==> config.mk <==
export PLATFORM = sky130hd
export DESIGN_NAME = regs_trace_monitor
export DESIGN_NICKNAME = d
export VERILOG_FILES = /design/src/rtl/regs_trace_monitor_pkg.sv /design/src/rtl/regs_trace_monitor_fifo.sv /design/src/rtl/regs_trace_monitor.sv
export SDC_FILE = /design/constraint.sdc
export NUM_CORES = 1
export LEC_CHECK = 0
export CELL_PAD_IN_SITES_DETAIL_PLACEMENT = 2
export CELL_PAD_IN_SITES_GLOBAL_PLACEMENT = 2
export CORE_UTILIZATION = 24
export DETAILED_ROUTE_END_ITERATION = 12
export DONT_BUFFER_PORTS = 1
export PLACE_DENSITY = 0.52
export SLEW_MARGIN = 20
export SYNTH_ARGS = -nofsm -noshare
export SYNTH_HDL_FRONTEND = slang
export SYNTH_SLANG_ARGS = --single-unit
==> constraint.sdc <==
create_clock -name clk -period 8.8 [get_ports clk]
set_clock_uncertainty 0.2 [all_clocks]
set_input_delay 1.76 -clock clk [delete_from_list [all_inputs] [get_ports clk]]
set_output_delay 1.76 -clock clk [all_outputs]
set_load 0.02 [all_outputs]
==> src/rtl/regs_trace_monitor_pkg.sv <==
// Shared defines for the register trace monitor: register index width,
// the hard-wired x0 index, default watched registers and a width helper.
package regs_trace_monitor_pkg;

  localparam int REG_IDX_W = 5;
  localparam logic [REG_IDX_W-1:0] REG_X0 = '0;

  localparam int DEF_NUM_CH = 3;
  // Channel 0 watches x27, channel 1 x28, channel 2 x29.
  localparam logic [DEF_NUM_CH*REG_IDX_W-1:0] DEF_CH_IDX = {5'd29, 5'd28, 5'd27};

  // Width of an index over n items, never less than one bit.
  function automatic int idx_w(input int n);
    return (n > 1) ? $clog2(n) : 1;
  endfunction

endpackage

==> src/rtl/regs_trace_monitor_fifo.sv <==
// Show-ahead FIFO for trace entries. When empty, the read port keeps
// presenting the last entry popped (zero after reset).
module trace_fifo #(
  parameter int W     = 8,
  parameter int DEPTH = 8
) (
  input  logic                     clk,
  input  logic                     rst,
  input  logic                     clr_i,
  input  logic                     push_i,
  input  logic [W-1:0]             wdata_i,
  input  logic                     pop_i,
  output logic                     valid_o,
  output logic [W-1:0]             rdata_o,
  output logic [$clog2(DEPTH):0]   level_o,
  output logic                     drop_o
);

  localparam int PTR_W = $clog2(DEPTH);
  localparam int LVL_W = PTR_W + 1;

  logic [W-1:0]     mem [DEPTH];
  logic [PTR_W-1:0] wr_ptr_q, rd_ptr_q;
  logic [LVL_W-1:0] level_q;
  logic [W-1:0]     last_q;
  logic             full, do_pop, do_push;

  assign valid_o = (level_q != '0);
  assign full    = (level_q == LVL_W'(DEPTH));
  // Flush wins over everything; a pop frees a slot for a same-cycle push.
  assign do_pop  = valid_o && pop_i && !clr_i;
  assign do_push = push_i && !clr_i && (!full || do_pop);
  assign drop_o  = push_i && !clr_i && full && !do_pop;

  assign rdata_o = valid_o ? mem[rd_ptr_q] : last_q;
  assign level_o = level_q;

  // Storage write; contents are only observed through the level gate.
  always_ff @(posedge clk) begin
    if (do_push) mem[wr_ptr_q] <= wdata_i;
  end

  // Pointers, occupancy and the held last-popped entry.
  always_ff @(posedge clk or negedge rst) begin
    if (!rst) begin
      wr_ptr_q <= '0;
      rd_ptr_q <= '0;
      level_q  <= '0;
      last_q   <= '0;
    end else if (clr_i) begin
      wr_ptr_q <= '0;
      rd_ptr_q <= '0;
      level_q  <= '0;
    end else begin
      if (do_push) wr_ptr_q <= wr_ptr_q + PTR_W'(1);
      if (do_pop) begin
        rd_ptr_q <= rd_ptr_q + PTR_W'(1);
        last_q   <= mem[rd_ptr_q];
      end
      case ({do_push, do_pop})
        2'b10:   level_q <= level_q + LVL_W'(1);
        2'b01:   level_q <= level_q - LVL_W'(1);
        default: level_q <= level_q;
      endcase
    end
  end

endmodule

==> src/rtl/regs_trace_monitor.sv <==
// Snoops register-file writes, logs writes to watched registers with a
// cycle stamp into a FIFO, optionally only when the value changes.
module regs_trace_monitor
  import regs_trace_monitor_pkg::*;
#(
  parameter int                       DATA_W      = 32,
  parameter int                       ADDR_W      = REG_IDX_W,
  parameter int                       NUM_CH      = DEF_NUM_CH,
  parameter logic [NUM_CH*ADDR_W-1:0] CH_IDX      = DEF_CH_IDX,
  parameter int                       DEPTH       = 8,
  parameter int                       STAMP_W     = 16,
  parameter bit                       CHANGE_ONLY = 1'b0
) (
  input  logic                      clk,
  input  logic                      rst,
  input  logic                      wr_en_i,
  input  logic [ADDR_W-1:0]         wr_addr_i,
  input  logic [DATA_W-1:0]         wr_data_i,
  input  logic                      trace_en_i,
  input  logic                      clr_i,
  output logic                      out_valid_o,
  input  logic                      out_ready_i,
  output logic [idx_w(NUM_CH)-1:0]  out_ch_o,
  output logic [DATA_W-1:0]         out_data_o,
  output logic [STAMP_W-1:0]        out_stamp_o,
  output logic [$clog2(DEPTH):0]    level_o,
  output logic [7:0]                ovf_cnt_o
);

  localparam int CH_W  = idx_w(NUM_CH);
  localparam int ENT_W = CH_W + DATA_W + STAMP_W;

  logic [STAMP_W-1:0]             stamp_q;
  logic [NUM_CH-1:0]              hit, sel, chg;
  logic [NUM_CH-1:0][DATA_W-1:0]  shadow_q;
  logic [NUM_CH-1:0]              shv_q;
  logic [CH_W-1:0]                win;
  logic                           push, drop;
  logic [7:0]                     ovf_q;
  logic [ENT_W-1:0]               rdata;

  // Per-channel match and "value differs from shadow" flags.
  for (genvar k = 0; k < NUM_CH; k++) begin : g_ch
    assign hit[k] = wr_en_i && (wr_addr_i != ADDR_W'(REG_X0)) &&
                    (wr_addr_i == CH_IDX[k*ADDR_W +: ADDR_W]);
    assign chg[k] = !shv_q[k] || (wr_data_i != shadow_q[k]);

    // Shadow tracks every winning match, independent of logging state.
    always_ff @(posedge clk or negedge rst) begin
      if (!rst) begin
        shadow_q[k] <= '0;
        shv_q[k]    <= 1'b0;
      end else begin
        if (sel[k]) shadow_q[k] <= wr_data_i;
        if (clr_i)       shv_q[k] <= 1'b0;
        else if (sel[k]) shv_q[k] <= 1'b1;
      end
    end
  end

  // Isolate the lowest matching channel.
  assign sel = hit & (~hit + NUM_CH'(1));

  // Encode the one-hot winner into a channel number.
  always_comb begin
    win = '0;
    for (int k = 0; k < NUM_CH; k++)
      if (sel[k]) win = CH_W'(k);
  end

  assign push = (|sel) && trace_en_i && (!CHANGE_ONLY || (|(sel & chg)));

  // Free-running stamp; not affected by flush.
  always_ff @(posedge clk or negedge rst) begin
    if (!rst) stamp_q <= '0;
    else      stamp_q <= stamp_q + STAMP_W'(1);
  end

  // Dropped-entry counter, saturating.
  always_ff @(posedge clk or negedge rst) begin
    if (!rst)                      ovf_q <= '0;
    else if (clr_i)                ovf_q <= '0;
    else if (drop && ovf_q != 8'hFF) ovf_q <= ovf_q + 8'd1;
  end

  trace_fifo #(.W(ENT_W), .DEPTH(DEPTH)) u_fifo (
    .clk     (clk),
    .rst     (rst),
    .clr_i   (clr_i),
    .push_i  (push),
    .wdata_i ({win, wr_data_i, stamp_q}),
    .pop_i   (out_ready_i),
    .valid_o (out_valid_o),
    .rdata_o (rdata),
    .level_o (level_o),
    .drop_o  (drop)
  );

  assign {out_ch_o, out_data_o, out_stamp_o} = rdata;
  assign ovf_cnt_o = ovf_q;

endmodule

# ---- Yosys cells after proc, flatten, opt, wreduce, memory -nomap -nowiden
# Memories as Yosys holds them, arrays and structs flattened.
# Cells that the tools add are included.
dict set report word_totals {
  wordCells 61
  n_memories 1
  ff_bits 84
  input_bits 43
  ram_bits 400
}
# name depth word_bits rd rd_clocked_by_memory_dff wr line_no
set mem_list {}
lappend mem_list {u_fifo.mem 8 50 1 0 1 regs_trace_monitor_fifo.sv:22} ;# logic [W-1:0] mem [DEPTH];
dict set report op_classes {
  n_reduce_logical 24
  n_mux 13
  bitwise 3
  eq_ne 7
  addsub 7
}
# op n
set ops {}
lappend ops {{$mux 50} 1}
lappend ops {{$add 16x1->16 const B} 1}
lappend ops {{$mux 8} 2}
lappend ops {{$eq 5x5->1 const B} 3}
lappend ops {{$logic_and 1x1->1} 12}
lappend ops {{$mux 3} 4}
lappend ops {{$add 3x1->3 const B} 3}
lappend ops {{$add 8x1->8 const B} 1}
lappend ops {{$ne 8x8->1 const B} 1}
lappend ops {{$pmux 4 s2} 1}
lappend ops {{$reduce_bool 2->1} 3}
lappend ops {{$reduce_bool 5->1} 1}
lappend ops {{$add 4x1->4 const B} 1}
lappend ops {{$eq 4x4->1 const B} 1}
lappend ops {{$mux 4} 1}
lappend ops {{$reduce_bool 4->1} 1}
lappend ops {{$sub 4x1->4 const B} 1}
lappend ops {{$and 3x3->3} 1}
lappend ops {{$logic_not 1->1} 3}
lappend ops {{$mux 1} 3}
lappend ops {{$not 3->3} 1}
lappend ops {{$reduce_bool 3->1} 1}
lappend ops {{$reduce_or 3->1} 1}
lappend ops {{$eq 2x1->1 const B} 1}
lappend ops {{other kinds (5)} 5}

# ---- Logic depth before layout (Yosys ltp)
dict set report logic_depth {
  ltp_word 14
  mapped_depth 11
  mapped_depth_nobuf 9
}

# ---- By module
# A second synthesis with hierarchy kept.
dict set report hier_totals {
  cells_unflattened 1036
  hier_area_um2 19012.0
}
# module area_each_um2 cells_each n_inst
set by_module_without_submodules {}
lappend by_module_without_submodules {trace_fifo 17859.6 931 1}
lappend by_module_without_submodules {regs_trace_monitor 1152.4 105 1}

# ---- Least setup slack after synthesis
# No wires, ideal clock.
dict set report synth_timing {
  path_type {in2reg}
  from {input port wr_addr_i[2]}
  to {memory u_fifo.mem[0][0] (netlist bit), enable pin}
  path_buffers 0
  path_stages 4
  slack_ns 0.391
  setup_ns 0.599
  arrival_ns 7.610
  required_ns 8.001
  cell_sequence {nand3b_1 > a21oi_2 > nand2_1 > nor4b_1}
}
dict set report synth_via {
  elab_chain_cells 12
  elab_cells_between_ends 17
}
# item line_no
set synth_lines {}
lappend synth_lines {{start, declared} regs_trace_monitor.sv:17} ;# input logic [ADDR_W-1:0] wr_addr_i,
lappend synth_lines {{$reduce_bool 5->1} regs_trace_monitor.sv:44} ;# assign hit[k] = wr_en_i && (wr_addr_i != ADDR_W'(REG_X0)) &&
lappend synth_lines {{$logic_and 1x1->1 (2 in a row)} regs_trace_monitor.sv:44}
lappend synth_lines {{$not 3->3} regs_trace_monitor.sv:62} ;# assign sel = hit & (~hit + NUM_CH'(1));
lappend synth_lines {{$add 3x1->3} regs_trace_monitor.sv:62}
lappend synth_lines {{$and 3x3->3 (*)} regs_trace_monitor.sv:62}
lappend synth_lines {{$reduce_or 3->1 (*)} regs_trace_monitor.sv:71} ;# assign push = (|sel) && trace_en_i && (!CHANGE_ONLY || (|(sel & chg)));
lappend synth_lines {{$logic_and 1x1->1 (*)} regs_trace_monitor.sv:71}
lappend synth_lines {{$logic_and 1x1->1 (*) (2 in a row)} regs_trace_monitor_fifo.sv:32} ;# assign do_push = push_i && !clr_i && (!full || do_pop);
lappend synth_lines {{$mux 1 (*)} regs_trace_monitor_fifo.sv:40} ;# if (do_push) mem[wr_ptr_q] <= wdata_i;
lappend synth_lines {{$mux 1 (not written as such) (*)} regs_trace_monitor_fifo.sv:40}
lappend synth_lines {{end, declared} regs_trace_monitor_fifo.sv:22}
# Mark *: on every way between the ends. The rest lies on a longest branch, timed or not.

# ---- Worst setup path in the final report
dict set report layout_timing {
  from {register u_fifo.rd_ptr_q[0]}
  to {output port out_stamp_o[1]}
}
dict set report layout_via {
  elab_chain_cells 2
}
# item line_no
set layout_lines {}
lappend layout_lines {{start, declared} regs_trace_monitor_fifo.sv:23} ;# logic [PTR_W-1:0] wr_ptr_q, rd_ptr_q;
lappend layout_lines {{start signal, assigned} regs_trace_monitor_fifo.sv:57} ;# rd_ptr_q <= rd_ptr_q + PTR_W'(1);
lappend layout_lines {{$mem_v2 8x50} n/a}
lappend layout_lines {{$mux 50} regs_trace_monitor_fifo.sv:35} ;# assign rdata_o = valid_o ? mem[rd_ptr_q] : last_q;
lappend layout_lines {{end, declared} regs_trace_monitor.sv:25} ;# output logic [STAMP_W-1:0] out_stamp_o,
# No other way between the ends.

==> impl_metrics.yaml <==
timing:
  finalCritPeriodShare_pct: 62.0
  finalHoldViolCount: 0
  whs_ns: 0.280
  rsz0062_at_grt: "false"
  finalSetupTns_ns: 0
  tightest_slew_ns: 0.990
  setup_viol: 0
  fin_crit_ns: 5.46
  maxSlewViolCount: 0
  fmax_mhz: 183
  relSlewSlack_pct: 33.9
detailed_routing:
  first_pass_iters: 4
  wl_per_cell_um: 22.3
  drtIter0Drc: 409
  ant_nets: 0
  vias: 9263
  wl_um: 47800
  route.detailed.drc: 0
  viasPerCell: 4.33
yosys:
  syn_nets: 1088
  ys_types: 41
  ys_warn_count: 0
  avgSynthCellArea_um2: 18.3
  syn_inst: 1038
  synth_compound_area_share_pct: 3.15
  synthesis.area_mm2: 0.0190
  ys_seq_elements: 484
  muxShareOfSynthArea_pct: 14.6
  yosys.area_share.simple_pct: 4.60
  yosysSeqAreaShare_pct: 74.4
  synth_top_family_by_area: "multiplexers"
  synth_xor_area_share_pct: 1.25
  synthAdderAreaFrac_pct: 0.501
die:
  rows: 102
  pin_count: 106
  dieWidth_um: 283
  fp.dieArea_mm2: 0.0802
  die_h_um: 283
  start_util_pct: 24.4
  core_area_mm2: 0.0778
layout:
  nets: 1107
  layout_common_cells: "edfxtp_1 (400), mux4_2 (101), dfrtp_1 (81), nor2_1 (69), nand2_1 (65)"
  final_area_mm2: 0.0221
  final_common_cell: "edfxtp_1"
  final_layout_size_suffix_gt1_share_pct: 21.0
  area_delta_synth_final_pct: 16.5
  diodes: 0
  stdcell_count: 2141
placed_design:
  place_inst: 2040
  port_buffers: 0
  hpwl_um: 27300
  placed_cell_area_mm2: 0.0202
  gp_congestion: 0.670
critical_path:
  required_ns: 6.84
  worstSetupStartpointType: "register"
  crit_fanout: 34
  worstPathArrival_ns: 3.50
  worstSetupPathType: "reg2out"
  end_kind: "primary output"
min_path:
  hold_class: "reg2reg"
cts:
  clock_latency_ns: 0.62
  cts_tree: "yes"
  cts_sinks: 484
  cts_setup_buffers: 0
  cts_buffers: 55
  cts-root-buf: "clkbuf_16"
  cts_max_level: 2
  path_clk_slew_ns: 0.06
  clockBufferDepth: 3
  postCtsHoldBufs: 0
  post_cts_resized: 0
grt:
  track_usage_pct: 12.0
  grt_max_degree: 85
  overflow: 0
  grt_pass1_vias: 10400
  grt_pass1_wl_um: 71700
  antenna_found_initial: 3
pwr:
  power_w: 0.00548
  power-per-cell-area_mw_per_mm2: 248
  p_leak_nw: 6.99
  vdd_ir_drop_max_mv: 0.143
status:
  status: "completed"
run:
  timing.max_cap.violations: 0
-- power by group --
part	switching, W	total, W	internal, W
clock network	0.000972	0.00238	0.00140
registers	0.0000618	0.00263	0.00257
logic	0.000335	0.000473	0.000138
total	0.00137	0.00548	0.00411
-- cells in the mapped netlist --
cell	count	share of area, %
a211oi_1	1	0.040
a21o_1	2	0.079
a21oi_1	57	1.5
a21oi_2	1	0.046
and3_1	7	0.23
and4_1	1	0.046
and4b_1	1	0.053
buf_1	13	0.26
buf_2	26	0.69
buf_4	4	0.16
buf_6	2	0.12
clkbuf_1	12	0.24
dfrtp_1	84	11
edfxtp_1	400	63
fa_1	1	0.11
ha_1	6	0.40
inv_1	3	0.059
mux2i_1	50	2.6
mux4_2	101	12
nand2_1	65	1.3
nand2b_1	4	0.13
nand2b_4	1	0.072
nand3_1	16	0.42
nand3b_1	2	0.079
nand4_1	5	0.16
nor2_1	72	1.4
nor2b_1	1	0.033
nor3_1	7	0.18
nor3_2	1	0.053
nor3b_1	2	0.079
nor4_1	3	0.099
nor4_2	1	0.066
nor4b_1	2	0.092
o211ai_1	1	0.040
o21ai_0	45	1.2
o21ai_1	8	0.21
o32ai_1	1	0.046
or3b_2	1	0.046
or4_1	1	0.040
xnor2_1	21	0.97
xor2_1	6	0.28
-- cells by family (layout without fill, tap and decap cells) --
family | count (synthesis) | in the layout
xor gates and xnor gates | 27 | 27
AOI/OAI and AO/OA | 116 | 116
muxes | 151 | 151
DFF | 484 | 484
adders and majority gates | 7 | 7
buffers and inverters | 60 | 123
and+or+nand+nor | 193 | 193
-- registers in the layout (all words and copies together) (netlist names) --
signal and count:
u_fifo.last_q 50, ovf_cnt_o 8, u_fifo.mem 400, u_fifo.level_o 4, stamp_q 16, u_fifo.rd_ptr_q 3, u_fifo.wr_ptr_q 3
-- cell type report --
type,count,area [µm²]
inverter,3,11.3
fill,7988,55700
tap,1040,1300
clock buffer,61,1420
multi-input combinational,494,4640
sequential,484,14100
clock inverter,40,472
timing repair buffer,19,143
-- final timing paths --
kind / start / end / slack [ns] / depth (start not counted)
max: u_fifo.rd_ptr_q[0] / out_stamp_o[1] / 3.34 / 4
min: u_fifo.last_q[36] / u_fifo.last_q[36] / 0.28 / 2
max reg2reg: u_fifo.level_o[0] / u_fifo.level_o[3] / 4.95 / 9
min reg2reg: u_fifo.last_q[36] / u_fifo.last_q[36] / 0.28 / 2
max in group asynchronous: rst / u_fifo.last_q[40] / 7.53 / 0
min in group asynchronous: rst / u_fifo.last_q[38] / 0.65 / 0
-- critical path, stage by stage, from the launching register on --
cell	delay, ns
dfrtp_4	0.91
buf_4	0.70
mux4_2	0.59
mux2i_1	0.37
a21oi_1	0.26
-- metrics by stage --
stage / utilization, % / worst slack [ns]
floorplan: - / 0.391
global placement: 26.0 / 3.78
CTS: 28.4 / 3.09
global route: 28.4 / 3.01
detailed placement: 26.0 / 3.72
finish: 28.4 / 3.34
-- layer usage --
layer  global-route usage [%]  vias up  share of wire [%]
li1                         -     4120                  -
met1                     15.1     4949                 43
met2                     20.6      136                 50
met3                     2.95       58                4.6
met4                     2.92        0                1.8
met5                        0        -                  0
(Power assumes the default switching activity.)
